<file path="src/rtl/age_rs_pkg.sv">
// Shared types and age arithmetic for the out-of-order back end (RS, ROB, LSQ).
// Age is measured from the ROB head so that tag wrap-around orders correctly.
package age_rs_pkg;

    // Per-entry status bits; wide fields live in parallel arrays sized by the owner.
    typedef struct packed {
        logic valid;
        logic rs1_ready;
        logic rs2_ready;
    } rs_entry_t;

    function automatic logic [31:0] age_of(input logic [31:0] tag, input logic [31:0] head,
                                           input int unsigned width);
        logic [31:0] mask;
        mask = (width >= 32) ? '1 : ((32'd1 << width) - 32'd1);
        return (tag - head) & mask;
    endfunction

endpackage

</file>
<file path="src/rtl/age_select.sv">
// Picks the requesting entry with the smallest age relative to head.
// Ties resolve to the lowest index because only a strictly smaller age replaces the pick.
module age_select
    import age_rs_pkg::*;
#(
    parameter int unsigned RS_SIZE   = 8,
    parameter int unsigned ROB_WIDTH = 4,
    localparam int unsigned IW       = $clog2(RS_SIZE)
) (
    input  logic [RS_SIZE-1:0]                req,
    input  logic [RS_SIZE-1:0][ROB_WIDTH-1:0] tags,
    input  logic [ROB_WIDTH-1:0]              head,
    output logic                              found,
    output logic [IW-1:0]                     idx
);

    logic [31:0] cur_age;
    logic [31:0] best_age;

    always_comb begin
        found    = 1'b0;
        idx      = '0;
        cur_age  = '0;
        best_age = '0;
        for (int i = 0; i < int'(RS_SIZE); i++) begin
            cur_age = age_of(32'(tags[i]), 32'(head), ROB_WIDTH);
            if (req[i] && (!found || cur_age < best_age)) begin
                found    = 1'b1;
                idx      = IW'(i);
                best_age = cur_age;
            end
        end
    end

endmodule

</file>
<file path="src/rtl/age_rs.sv">
// Age-ordered reservation station: allocates into the lowest free slot, wakes sources
// from the CDB, issues the oldest ready entry and flushes younger entries on mispredict.
module age_rs
    import age_rs_pkg::*;
#(
    parameter int unsigned PREG_WIDTH = 7,
    parameter int unsigned ROB_WIDTH  = 4,
    parameter int unsigned RS_SIZE    = 8,
    parameter int unsigned CDB_PORTS  = 2,
    parameter int unsigned PAYLOAD_W  = 70,
    localparam int unsigned CW        = $clog2(RS_SIZE + 1)
) (
    input  logic                            clk,
    input  logic                            reset,
    input  logic                            i_valid,
    input  logic [PREG_WIDTH-1:0]           i_prs1,
    input  logic [PREG_WIDTH-1:0]           i_prs2,
    input  logic [PREG_WIDTH-1:0]           i_prd,
    input  logic [ROB_WIDTH-1:0]            i_rob_tag,
    input  logic [PAYLOAD_W-1:0]            i_payload,
    input  logic                            i_rs1_ready,
    input  logic                            i_rs2_ready,
    output logic                            o_full,
    output logic [CW-1:0]                   o_count,
    input  logic [CDB_PORTS-1:0]            i_cdb_valid,
    input  logic [CDB_PORTS*PREG_WIDTH-1:0] i_cdb_prd,
    input  logic [ROB_WIDTH-1:0]            i_rob_head,
    input  logic                            i_eu_ready,
    output logic                            o_issue_valid,
    output logic [PREG_WIDTH-1:0]           o_issue_prs1,
    output logic [PREG_WIDTH-1:0]           o_issue_prs2,
    output logic [PREG_WIDTH-1:0]           o_issue_prd,
    output logic [ROB_WIDTH-1:0]            o_issue_rob_tag,
    output logic [PAYLOAD_W-1:0]            o_issue_payload,
    input  logic                            branch_mispredict,
    input  logic [ROB_WIDTH-1:0]            mispredict_rob_tag
);

    localparam int unsigned IW = $clog2(RS_SIZE);

    rs_entry_t             ent_q   [RS_SIZE];
    rs_entry_t             ent_d   [RS_SIZE];
    logic [PREG_WIDTH-1:0] prs1_q  [RS_SIZE];
    logic [PREG_WIDTH-1:0] prs2_q  [RS_SIZE];
    logic [PREG_WIDTH-1:0] prd_q   [RS_SIZE];
    logic [ROB_WIDTH-1:0]  tag_q   [RS_SIZE];
    logic [PAYLOAD_W-1:0]  pay_q   [RS_SIZE];

    logic                              free_found;
    logic [IW-1:0]                     free_idx;
    logic                              alloc_fire;
    logic [RS_SIZE-1:0]                ready_vec;
    logic [RS_SIZE-1:0][ROB_WIDTH-1:0] tag_vec;
    logic                              sel_found;
    logic [IW-1:0]                     sel_idx;
    logic                              issue_fire;
    logic [31:0]                       mp_age;
    logic [CW-1:0]                     count;

    // Preg 0 is the hardwired zero register and never appears as a wakeup.
    function automatic logic cdb_hit(input logic [PREG_WIDTH-1:0]           prs,
                                     input logic [CDB_PORTS-1:0]            v,
                                     input logic [CDB_PORTS*PREG_WIDTH-1:0] prd);
        logic hit;
        hit = 1'b0;
        for (int p = 0; p < int'(CDB_PORTS); p++) begin
            if (v[p] && prd[p*PREG_WIDTH +: PREG_WIDTH] == prs && prs != '0) hit = 1'b1;
        end
        return hit;
    endfunction

    always_comb begin
        free_found = 1'b0;
        free_idx   = '0;
        count      = '0;
        for (int i = 0; i < int'(RS_SIZE); i++) begin
            if (!ent_q[i].valid && !free_found) begin
                free_found = 1'b1;
                free_idx   = IW'(i);
            end
            count        = count + CW'(ent_q[i].valid);
            ready_vec[i] = ent_q[i].valid && ent_q[i].rs1_ready && ent_q[i].rs2_ready;
            tag_vec[i]   = tag_q[i];
        end
    end

    assign o_count    = count;
    assign o_full     = (count == CW'(RS_SIZE));
    assign alloc_fire = i_valid && !o_full && free_found && !branch_mispredict;
    assign mp_age     = age_of(32'(mispredict_rob_tag), 32'(i_rob_head), ROB_WIDTH);

    age_select #(
        .RS_SIZE   (RS_SIZE),
        .ROB_WIDTH (ROB_WIDTH)
    ) u_age_select (
        .req   (ready_vec),
        .tags  (tag_vec),
        .head  (i_rob_head),
        .found (sel_found),
        .idx   (sel_idx)
    );

    assign issue_fire = sel_found && i_eu_ready;

    always_comb begin
        o_issue_valid   = sel_found;
        o_issue_prs1    = '0;
        o_issue_prs2    = '0;
        o_issue_prd     = '0;
        o_issue_rob_tag = '0;
        o_issue_payload = '0;
        if (sel_found) begin
            o_issue_prs1    = prs1_q[sel_idx];
            o_issue_prs2    = prs2_q[sel_idx];
            o_issue_prd     = prd_q[sel_idx];
            o_issue_rob_tag = tag_q[sel_idx];
            o_issue_payload = pay_q[sel_idx];
        end
    end

    always_comb begin
        for (int i = 0; i < int'(RS_SIZE); i++) begin
            ent_d[i] = ent_q[i];
            if (ent_q[i].valid) begin
                ent_d[i].rs1_ready = ent_q[i].rs1_ready | cdb_hit(prs1_q[i], i_cdb_valid, i_cdb_prd);
                ent_d[i].rs2_ready = ent_q[i].rs2_ready | cdb_hit(prs2_q[i], i_cdb_valid, i_cdb_prd);
            end
            if (issue_fire && sel_idx == IW'(i)) ent_d[i] = '0;
            if (branch_mispredict &&
                age_of(32'(tag_q[i]), 32'(i_rob_head), ROB_WIDTH) > mp_age) begin
                ent_d[i] = '0;
            end
            // Allocation only targets a free slot, so it never collides with issue or flush.
            if (alloc_fire && free_idx == IW'(i)) begin
                ent_d[i].valid     = 1'b1;
                ent_d[i].rs1_ready = i_rs1_ready | cdb_hit(i_prs1, i_cdb_valid, i_cdb_prd);
                ent_d[i].rs2_ready = i_rs2_ready | cdb_hit(i_prs2, i_cdb_valid, i_cdb_prd);
            end
        end
    end

    always_ff @(posedge clk) begin
        for (int i = 0; i < int'(RS_SIZE); i++) begin
            if (reset) ent_q[i] <= '0;
            else       ent_q[i] <= ent_d[i];
        end
    end

    always_ff @(posedge clk) begin
        if (alloc_fire && !reset) begin
            prs1_q[free_idx] <= i_prs1;
            prs2_q[free_idx] <= i_prs2;
            prd_q[free_idx]  <= i_prd;
            tag_q[free_idx]  <= i_rob_tag;
            pay_q[free_idx]  <= i_payload;
        end
    end

endmodule
</file>
<file path="config.mk">
export PLATFORM = sky130hd
export DESIGN_NAME = age_rs
export DESIGN_NICKNAME = d
export VERILOG_FILES = /design/src/rtl/age_rs_pkg.sv /design/src/rtl/age_select.sv /design/src/rtl/age_rs.sv
export SDC_FILE = /design/constraint.sdc
export NUM_CORES = 1
export LEC_CHECK = 0
export ABC_CLOCK_PERIOD_IN_PS = 25800
export CAP_MARGIN = 40
export CELL_PAD_IN_SITES_DETAIL_PLACEMENT = 0
export CELL_PAD_IN_SITES_GLOBAL_PLACEMENT = 1
export CORE_UTILIZATION = 40
export DETAILED_ROUTE_END_ITERATION = 8
export GPL_TIMING_DRIVEN = 1
export PLACE_DENSITY = 0.64
export SLEW_MARGIN = 25
export SYNTH_ARGS = -nofsm -noshare
export SYNTH_HDL_FRONTEND = slang
export SYNTH_SLANG_ARGS = --single-unit
</file>
<file path="constraint.sdc">
create_clock -name clk -period 25.8 [get_ports clk]
set_input_delay 5.16 -clock clk [delete_from_list [all_inputs] [get_ports clk]]
set_output_delay 5.16 -clock clk [all_outputs]
set_load 0.01 [all_outputs]
</file>
# Word level (Yosys, flattened, before mapping)

Memory sizes are Yosys's and may differ from the RTL's.
Cells that the tools add are included.

Register bits after elaboration: 0
Bits in writable memories: 784
Output and inout bits: 101
Logic and storage cells: 464
Memories: 6

Memories:

| name   | words | bits a word | read ports | clocked after memory_dff | write ports | RTL line     | source |
|---|---|---|---|---|---|---|---|
| pay_q  | 8     | 70          | 1          | 0                        | 1           | age_rs.sv:47 | `logic [PAYLOAD_W-1:0] pay_q [RS_SIZE];` |
| prd_q  | 8     | 7           | 1          | 0                        | 1           | age_rs.sv:45 | `logic [PREG_WIDTH-1:0] prd_q [RS_SIZE];` |
| prs1_q | 8     | 7           | 9          | 0                        | 1           | age_rs.sv:43 | `logic [PREG_WIDTH-1:0] prs1_q [RS_SIZE];` |
| prs2_q | 8     | 7           | 9          | 0                        | 1           | age_rs.sv:44 | `logic [PREG_WIDTH-1:0] prs2_q [RS_SIZE];` |
| tag_q  | 8     | 4           | 9          | 0                        | 1           | age_rs.sv:46 | `logic [ROB_WIDTH-1:0] tag_q [RS_SIZE];` |
| ent_q  | 8     | 3           | 8          | 0                        | 8           | age_rs.sv:41 | `rs_entry_t ent_q [RS_SIZE];` |

$add $sub $neg: 16
Magnitude comparators: 15
Equality and inequality tests: 51
Muxes and demuxes: 155
Bitwise operators: 40
Reduce and logical (&&, ||, !) cells: 181

Operator list:

| operator                                             | number |
|---|---|
| equality test 7 bit                                  | 36 |
| less-than comparator 4 x 32 -> 1 bit                 | 7 |
| 2-to-1 mux 32 bit                                    | 6 |
| logical AND 1 bit                                    | 131 |
| 2-to-1 mux 3 bit                                     | 42 |
| nonzero test 7 bit                                   | 18 |
| 2-to-1 mux 1 bit                                     | 91 |
| 2-to-1 mux 70 bit                                    | 1 |
| bitwise OR 1 bit                                     | 40 |
| subtractor 4 bit                                     | 9 |
| > comparator 4 bit                                   | 8 |
| equality test 3 bit (second input constant)          | 8 |
| logical NOT 1 bit                                    | 23 |
| 2-to-1 mux 7 bit                                     | 3 |
| 2-to-1 mux 2 bit                                     | 10 |
| adder 4 x 1 -> 4 bit                                 | 4 |
| equality test 3 x 2 -> 1 bit (second input constant) | 4 |
| 2-to-1 mux 4 bit                                     | 2 |
| logical OR 1 bit                                     | 7 |
| equality test 3 x 1 -> 1 bit (second input constant) | 2 |
| logical NOT 3 bit                                    | 2 |
| adder 3 x 1 -> 4 bit                                 | 1 |
| equality test 4 bit (second input constant)          | 1 |
| adder 2 x 1 -> 3 bit                                 | 1 |
| adder 1 x 1 -> 2 bit                                 | 1 |

# Logic depth before layout (Yosys ltp)

Gate-level depths: netlist of the first run.
An unclocked memory read counts as a cell.

Word-level depth: 38
Mapped depth: 66

# Modules after synthesis

From an unflattened synthesis of the first run, not the netlist that was laid out.

Cells, all modules: 2291
Area total of the unflattened synthesis: 37624.8 um^2

By module, submodules not included:

| module     | instances | cells each | area each (um^2) |
|---|---|---|---|
| age_rs     | 1         | 2013       | 35411.5 |
| age_select | 1         | 278        | 2213.4 |

# Worst setup path after synthesis of the first run

No wires, ideal clock.

Path kind: input -> output
Start: input port i_rob_head[1]
End: output port o_issue_payload[40]
Data arrival time: 16728 ps
Slack: 3912 ps
Stages: 62
Cells stage by stage: inv_1 ha_1 nor2b_1 o21ai_0 a21oi_1 nor3b_1 inv_1 ha_1 a21oi_1 a21oi_1 nor2_1 mux2i_1 inv_1 ha_1 o21a_1 o22ai_1 o21ai_1 a31oi_1 [... 26 more ...] and2_1 nand3_1 o211ai_1 buf_2 nor2_1 a21o_1 ha_1 a21o_1 a21oi_1 o21bai_1 nor2_1 a311oi_4 a21boi_1 buf_4 buf_6 buf_6 o22ai_2 o22ai_1

Word-level cells in the longest chain between the ends: 32

RTL lines:

| element                                                                   | RTL line         | source |
|---|---|---|
| from (decl)                                                               | age_rs.sv:27     | `input logic [ROB_WIDTH-1:0] i_rob_head,` |
| subtractor 4 bit                                                          | age_rs_pkg.sv:16 | `return (tag - head) & mask;` |
| 2-to-1 mux 4 bit                                                          | age_select.sv:27 | `if (req[i] && (!found \|\| cur_age < best_age)) begin` |
| less-than comparator 4 x 32 -> 1 bit                                      | age_select.sv:27 |  |
| logical OR 1 bit                                                          | age_select.sv:27 |  |
| logical AND 1 bit                                                         | age_select.sv:27 |  |
| 2-to-1 mux 32 bit or 2-to-1 mux 1 bit (tied branches)                     | age_select.sv:27 |  |
| less-than comparator 4 x 32 -> 1 bit or logical NOT 1 bit (tied branches) | age_select.sv:27 |  |
| logical OR 1 bit                                                          | age_select.sv:27 |  |
| [... 16 more ...]                                                         | -                |  |
| logical AND 1 bit                                                         | age_select.sv:27 |  |
| 2-to-1 mux 32 bit or 2-to-1 mux 1 bit (tied branches)                     | age_select.sv:27 |  |
| less-than comparator 4 x 32 -> 1 bit or logical NOT 1 bit (tied branches) | age_select.sv:27 |  |
| logical OR 1 bit                                                          | age_select.sv:27 |  |
| logical AND 1 bit                                                         | age_select.sv:27 |  |
| 2-to-1 mux 3 bit                                                          | age_select.sv:27 |  |
| memory (8 x 70 bit)                                                       | -                |  |
| 2-to-1 mux 70 bit (*)                                                     | age_rs.sv:112    | `if (sel_found) begin` |
| to (decl)                                                                 | age_rs.sv:34     | `output logic [PAYLOAD_W-1:0] o_issue_payload,` |

Every way passes the cells marked *; elsewhere a longest branch is shown, timed or not.

# Worst setup path after layout of the first run

Start: input port i_rob_head[1]
End: output port o_issue_payload[36]

Same word-level chain as after synthesis.

==> results of run 1 <==
-- final cells by class --
class	count	area [sq um]	share of cell area, %
Antenna cell	4	10.01	0.02285
Clock buffer	113	2275	5.192
Clock inverter	42	359.1	0.8197
Inverter	52	202.7	0.4627
Multi-Input combinational cell	1735	12950	29.56
Sequential cell	784	23300	53.19
Tap cell	1243	1555	3.550
Timing Repair Buffer	304	3154	7.200
-- registers in the layout, indices dropped and copies added, names as in the netlist --
signal / flops
prs1_q: 56
tag_q: 32
pay_q: 560
ent_q: 24
prd_q: 56
prs2_q: 56
-- metrics by stage --
stage / instances / hold WS, ns / instance area (sq um) / total power (uW)
final: 4277 / 0.5129 / 43810 / 2728
after global routing: 4276 / 0.5394 / 43810 / 2816
after CTS: 4267 / 0.5108 / 43660 / 2752
after detailed placement: 4112 / 0.5027 / 41020 / 1594
after global placement: 4104 / 0.4798 / 40820 / 1588
after floorplan: 2738 / 0.4686 / 37210 / 1519
-- what timing repair did --
item,CTS,global route
buffers inserted,0,0
hold endpoints to repair,0,0
endpoints found under the setup margin,0,94
resized for setup,0,2
-- power by group through the flow --
stage                     clock (uW)  sequential (uW)  combinational [uW]
after floorplan                    0             1430                84.5
after global placement             0             1430                 153
after detailed placement           0             1430                 159
after CTS                       1180             1410                 160
after global routing            1230             1410                 176
final                           1160             1410                 161
-- cells by family (layout without fill, tap and decap cells) --
logic type	count (synthesis)	in the layout	synth area share (%)
adders and majority gates	96	96	3.490
buffers and inverters	219	511	2.909
DFF	784	784	62.62
other	0	4	0
AOI/OAI and AO/OA	679	679	16.02
xor gates and xnor gates	279	279	6.567
and+or+nand+nor	671	671	8.120
muxes	10	10	0.2757
-- worst max-delay path: cells and delay by family --
kind | cells | cell delay (ns)
simple gates | 13 | 1.93
compound gates | 33 | 6.84
buf+inv | 9 | 2.33
fa+ha+maj | 8 | 2.26
mux | 3 | 0.92
-- layout by cell type (no fill, tap or decap), types with 53 or more instances in the layout --
cell type and n:
xnor2_1 158, nand4_1 66, xor2_1 120, edfxtp_1 760, buf_4 56, nand2_1 416
o22ai_1 113, clkbuf_16 87, ha_1 83, a21oi_1 53, o22ai_2 176, a31o_1 160
clkdlybuf4s50_1 226
-- final timing paths --
kind	cells past startpoint	start	endpoint
worst min register to register	2	ent_q[0][7]	ent_q[0][7]
worst max register to register	61	tag_q[0][1]	ent_q[0][2]
worst max-delay path	66	i_rob_head[1]	o_issue_payload[36]
worst min-delay path	2	ent_q[0][7]	ent_q[0][7]
-- per-layer routing --
layer  wire [um]  track usage (%)
met4        2005            5.727
met2       52840            37.95
met1       47890            31.34
met5          76                0
met3        7153            4.438
==> flow_summary.json, run 1 <==
{
  "async_reset_ff_share_pct": 0,
  "gr-total-overflow": 0,
  "drv_slew": 0,
  "intPower_uw": 2130,
  "critPathCaptureType": "primary output",
  "dp_hpwl_mm": 65.65,
  "cap_violations": 0,
  "pwr-share-seq_pct": 51.6,
  "max-vdd-ir-drop_uv": 51.05,
  "fin_skew_ns": 0.03421,
  "yosysUniqueCellTypes": 76,
  "clkLatencyLatePin_ns": 0.65,
  "start_util_pct": 40.47,
  "num_rows": 111,
  "io_buffers": 226,
  "core_area_sq_mm": 0.09194,
  "hp-class": "reg -> reg",
  "vias": 24450,
  "root_buffer": "clkbuf_16",
  "switching_share_pct": 21.89,
  "post-place-ws_ns": 0.6148,
  "p_switching_uw": 597.2,
  "cp.arrival_ns": 19.52,
  "cts_tree": "done",
  "setup_violations": 0,
  "grt_pass1_vias": 24720,
  "syn_nets": 2960,
  "die_y_um": 307,
  "drive_gt1_share_pct": 14.32,
  "die-width_um": 307,
  "worstMarginPinSlew_ns": 0.8584,
  "fin_nets": 3185,
  "clkPwrFrac_pct": 42.5,
  "hold_buffers": 0,
  "synth-edff-count": 760,
  "grt_max_degree": 190,
  "dieArea_sq_mm": 0.09425,
  "final_core_util_pct": 47.65,
  "synth_area_leader_cell": "edfxtp_1",
  "wl_per_cell_um": 25.71,
  "syn_area_sq_mm": 0.03721,
  "path_max_fanout": 34,
  "yosysSeqAreaShare_pct": 62.62,
  "p_leak_uw": 0.01427,
  "crit_slowest_cell": "o21ai_1",
  "required_ns": 20.64,
  "slew_headroom_pct": 42.64,
  "ys_warn_count": 0,
  "cts_made_buffers": 86,
  "finalCriticalPeriod_ns": 24.68,
  "firstDrtPassIters": 5,
  "post-synth-top-count-cell": "edfxtp_1",
  "layout_setup_ws_ns": 1.122,
  "critPathLaunchType": "input port",
  "globalplace.congestion": 0.8802,
  "fin_tns_setup_ns": 0,
  "antenna_found_initial": 8,
  "antenna_left": 0,
  "ys_top_cells_by_area": "edfxtp_1, o22ai_2, nand2_1",
  "p_per_area_mw_per_mm2": 62.26,
  "status": "completed",
  "clk_path_buf_depth": 3,
  "cp_slowest_stage_delay_ns": 0.59,
  "cp_common_cell": "ha_1",
  "ys.flop_type": "edfxtp_1",
  "drt_iter0_markers": 1953,
  "synth-seq-cells": 784,
  "synthCells": 2738,
  "io_pins": 227,
  "wl_mm": 110.0,
  "crit_type": "in -> out",
  "yosys.area.top_type_share_pct": 61.33,
  "comb_power_share_pct": 5.9,
  "cts_sinks": 784,
  "syn_avg_cell_area_sq_um": 13.59,
  "area_growth_pct": 17.73,
  "fill_cells": 8080,
  "htree_levels": 3,
  "avgViaCountPerCell": 5.717,
  "cts.reportedPaths.clkPinSlew_ns": 0.06,
  "rsz0062_at_grt": "no",
  "r2r_slack_ns": 12.66,
  "grtUsageTotal_pct": 23.07,
  "period_share_pct": 95.65,
  "fmax_mhz": 40.52,
  "drc": 0,
  "ys_top_cells_by_count": "edfxtp_1, nand2_1, o22ai_2",
  "grt_pass1_wl_mm": 162.0,
  "hold_violations": 0
}
(Power assumes the default switching activity.)
==> run 2: changes to the inputs <==
ABC_CLOCK_PERIOD_IN_PS = unset   (was 25800)
CAP_MARGIN = 20   (was 40)
==> flow_summary.json, run 2 (synthesis results as in run 1) <==
{
  "fin_tns_setup_ns": 0,
  "p_per_area_mw_per_mm2": 63.42,
  "die-width_um": 307,
  "max-vdd-ir-drop_uv": 57.96,
  "r2r_end": "ent_q[0][2]",
  "crit_slowest_cell": "o21ai_1",
  "period_share_pct": 95.99,
  "cp.arrival_ns": 19.61,
  "dp.cells": 4106,
  "reg2reg_depth": 61,
  "wl_per_cell_um": 25.85,
  "drc": 0,
  "fin_skew_ns": 0.04060,
  "dieArea_sq_mm": 0.09425,
  "cts_sinks": 784,
  "cp-startpoint": "i_rob_head[1]",
  "cp_common_cell": "ha_1",
  "setup_violations": 0,
  "fin_nets": 3179,
  "globalplace.congestion": 0.8802,
  "crit_type": "in -> out",
  "avgViaCountPerCell": 5.739,
  "cts_made_buffers": 86,
  "largest_register_ffs": 560,
  "clk_path_buf_depth": 3,
  "critPathLaunchType": "input port",
  "r2r_slack_ns": 12.58,
  "cts.reportedPaths.clkPinSlew_ns": 0.06,
  "vias": 24510,
  "antenna_left": 0,
  "start_util_pct": 40.47,
  "area_growth_pct": 17.46,
  "post-place-ws_ns": 0.6118,
  "core_area_sq_mm": 0.09194,
  "htree_levels": 3,
  "drive_gt1_share_pct": 14.21,
  "firstDrtPassIters": 5,
  "status": "completed",
  "num_rows": 111,
  "wl_met1_mm": 48.78,
  "io_buffers": 226,
  "cp_slowest_stage_delay_ns": 0.59,
  "fin_cells": 4271,
  "crit_end": "o_issue_payload[36]",
  "required_ns": 20.64,
  "clkLatencyLatePin_ns": 0.65,
  "dp_hpwl_mm": 64.61,
  "wl_mm": 110.4,
  "antenna_found_initial": 7,
  "cts_tree": "done",
  "wl_met3_mm": 6.682,
  "layout_setup_ws_ns": 1.034,
  "root_buffer": "clkbuf_16",
  "regMostFlops": "pay_q",
  "mostFrequentLayoutCell": "edfxtp_1",
  "hold_depth": 2,
  "final_cell_mix": "edfxtp_1, nand2_1, clkdlybuf4s50_1",
  "grtUsageTotal_pct": 23.09,
  "wl_met2_mm": 52.65,
  "rr_startpoint": "tag_q[0][1]",
  "highest_layer": "met5",
  "path_max_fanout": 34,
  "cap_violations": 0,
  "gr-total-overflow": 0,
  "grt_pass1_wl_mm": 162.3,
  "finalCriticalPeriod_ns": 24.77,
  "p_leak_uw": 0.01424,
  "fmax_mhz": 40.38,
  "io_pins": 227,
  "grt_pass1_vias": 24660,
  "hp-class": "reg -> reg",
  "drt_iter0_markers": 2197,
  "die_y_um": 307,
  "grt_max_degree": 190,
  "critPathCaptureType": "primary output",
  "rsz0062_at_grt": "no",
  "slew_headroom_pct": 33.18,
  "worstMarginPinSlew_ns": 1.002,
  "hold_violations": 0,
  "drv_slew": 0
}
## run 2: what timing repair did
| action | 4_1_cts | 5_1_grt |
|---|---|---|
| gates resized for setup | 0 | 1 |
| setup buffers | 0 | 5 |
| endpoints found under the setup margin | 0 | 95 |
| hold buffers | 0 | 0 |
## run 2: where the power goes
part | switching (uW) | internal, uW | total, uW
clock network | 500 | 703 | 1200
logic | 97.3 | 63.5 | 161
registers | 3.72 | 1400 | 1410
total | 601 | 2170 | 2770
## run 2: area by class of cell
class                           count  area, sq um
Fill cell                        8092        48230
Sequential cell                   784        23300
Multi-Input combinational cell   1735        12940
Timing Repair Buffer              298         2954
Clock buffer                      113         2275
Tap cell                         1243         1555
Clock inverter                     44        469.2
Inverter                           52        202.7
Antenna cell                        2        5.005
## run 2: worst min path at each step
stage                     start           to  slack, ns
detailed placement  ent_q[0][7]  ent_q[0][7]       0.50
floorplan           ent_q[1][3]  ent_q[1][3]       0.47
CTS                 ent_q[0][7]  ent_q[0][7]       0.51
global route        ent_q[1][1]  ent_q[1][1]       0.54
finish              ent_q[1][1]  ent_q[1][1]       0.51
global placement    ent_q[1][3]  ent_q[1][3]       0.48
## run 2: per-stage QoR
stage / hold WS [ns] / total power, uW / util [%] / instance area, sq um
2_1_floorplan: 0.4686 / 1519 / - / 37210
3_3_place_gp: 0.4798 / 1588 / 44.40 / 40820
3_5_place_dp: 0.5028 / 1594 / 44.47 / 40890
4_1_cts: 0.5120 / 2799 / 47.46 / 43630
5_1_grt: 0.5405 / 2857 / 47.54 / 43700
6_report: 0.5127 / 2772 / 47.54 / 43710
## run 2: per-layer routing
metal  track usage (%)  up-vias
met3             4.073      159
met5                 0        -
met1             31.78    12590
met2             37.67      790
met4             6.005       12
li1                  -    10960
## run 2: critical path, delay by kind of cell
family / cells / cell delay, ns
buffers and inverters: 11 / 2.49
AOI/OAI and AO/OA: 33 / 7.03
and+or+nand+nor: 11 / 1.73
adders and majority gates: 8 / 2.31
muxes: 3 / 0.81
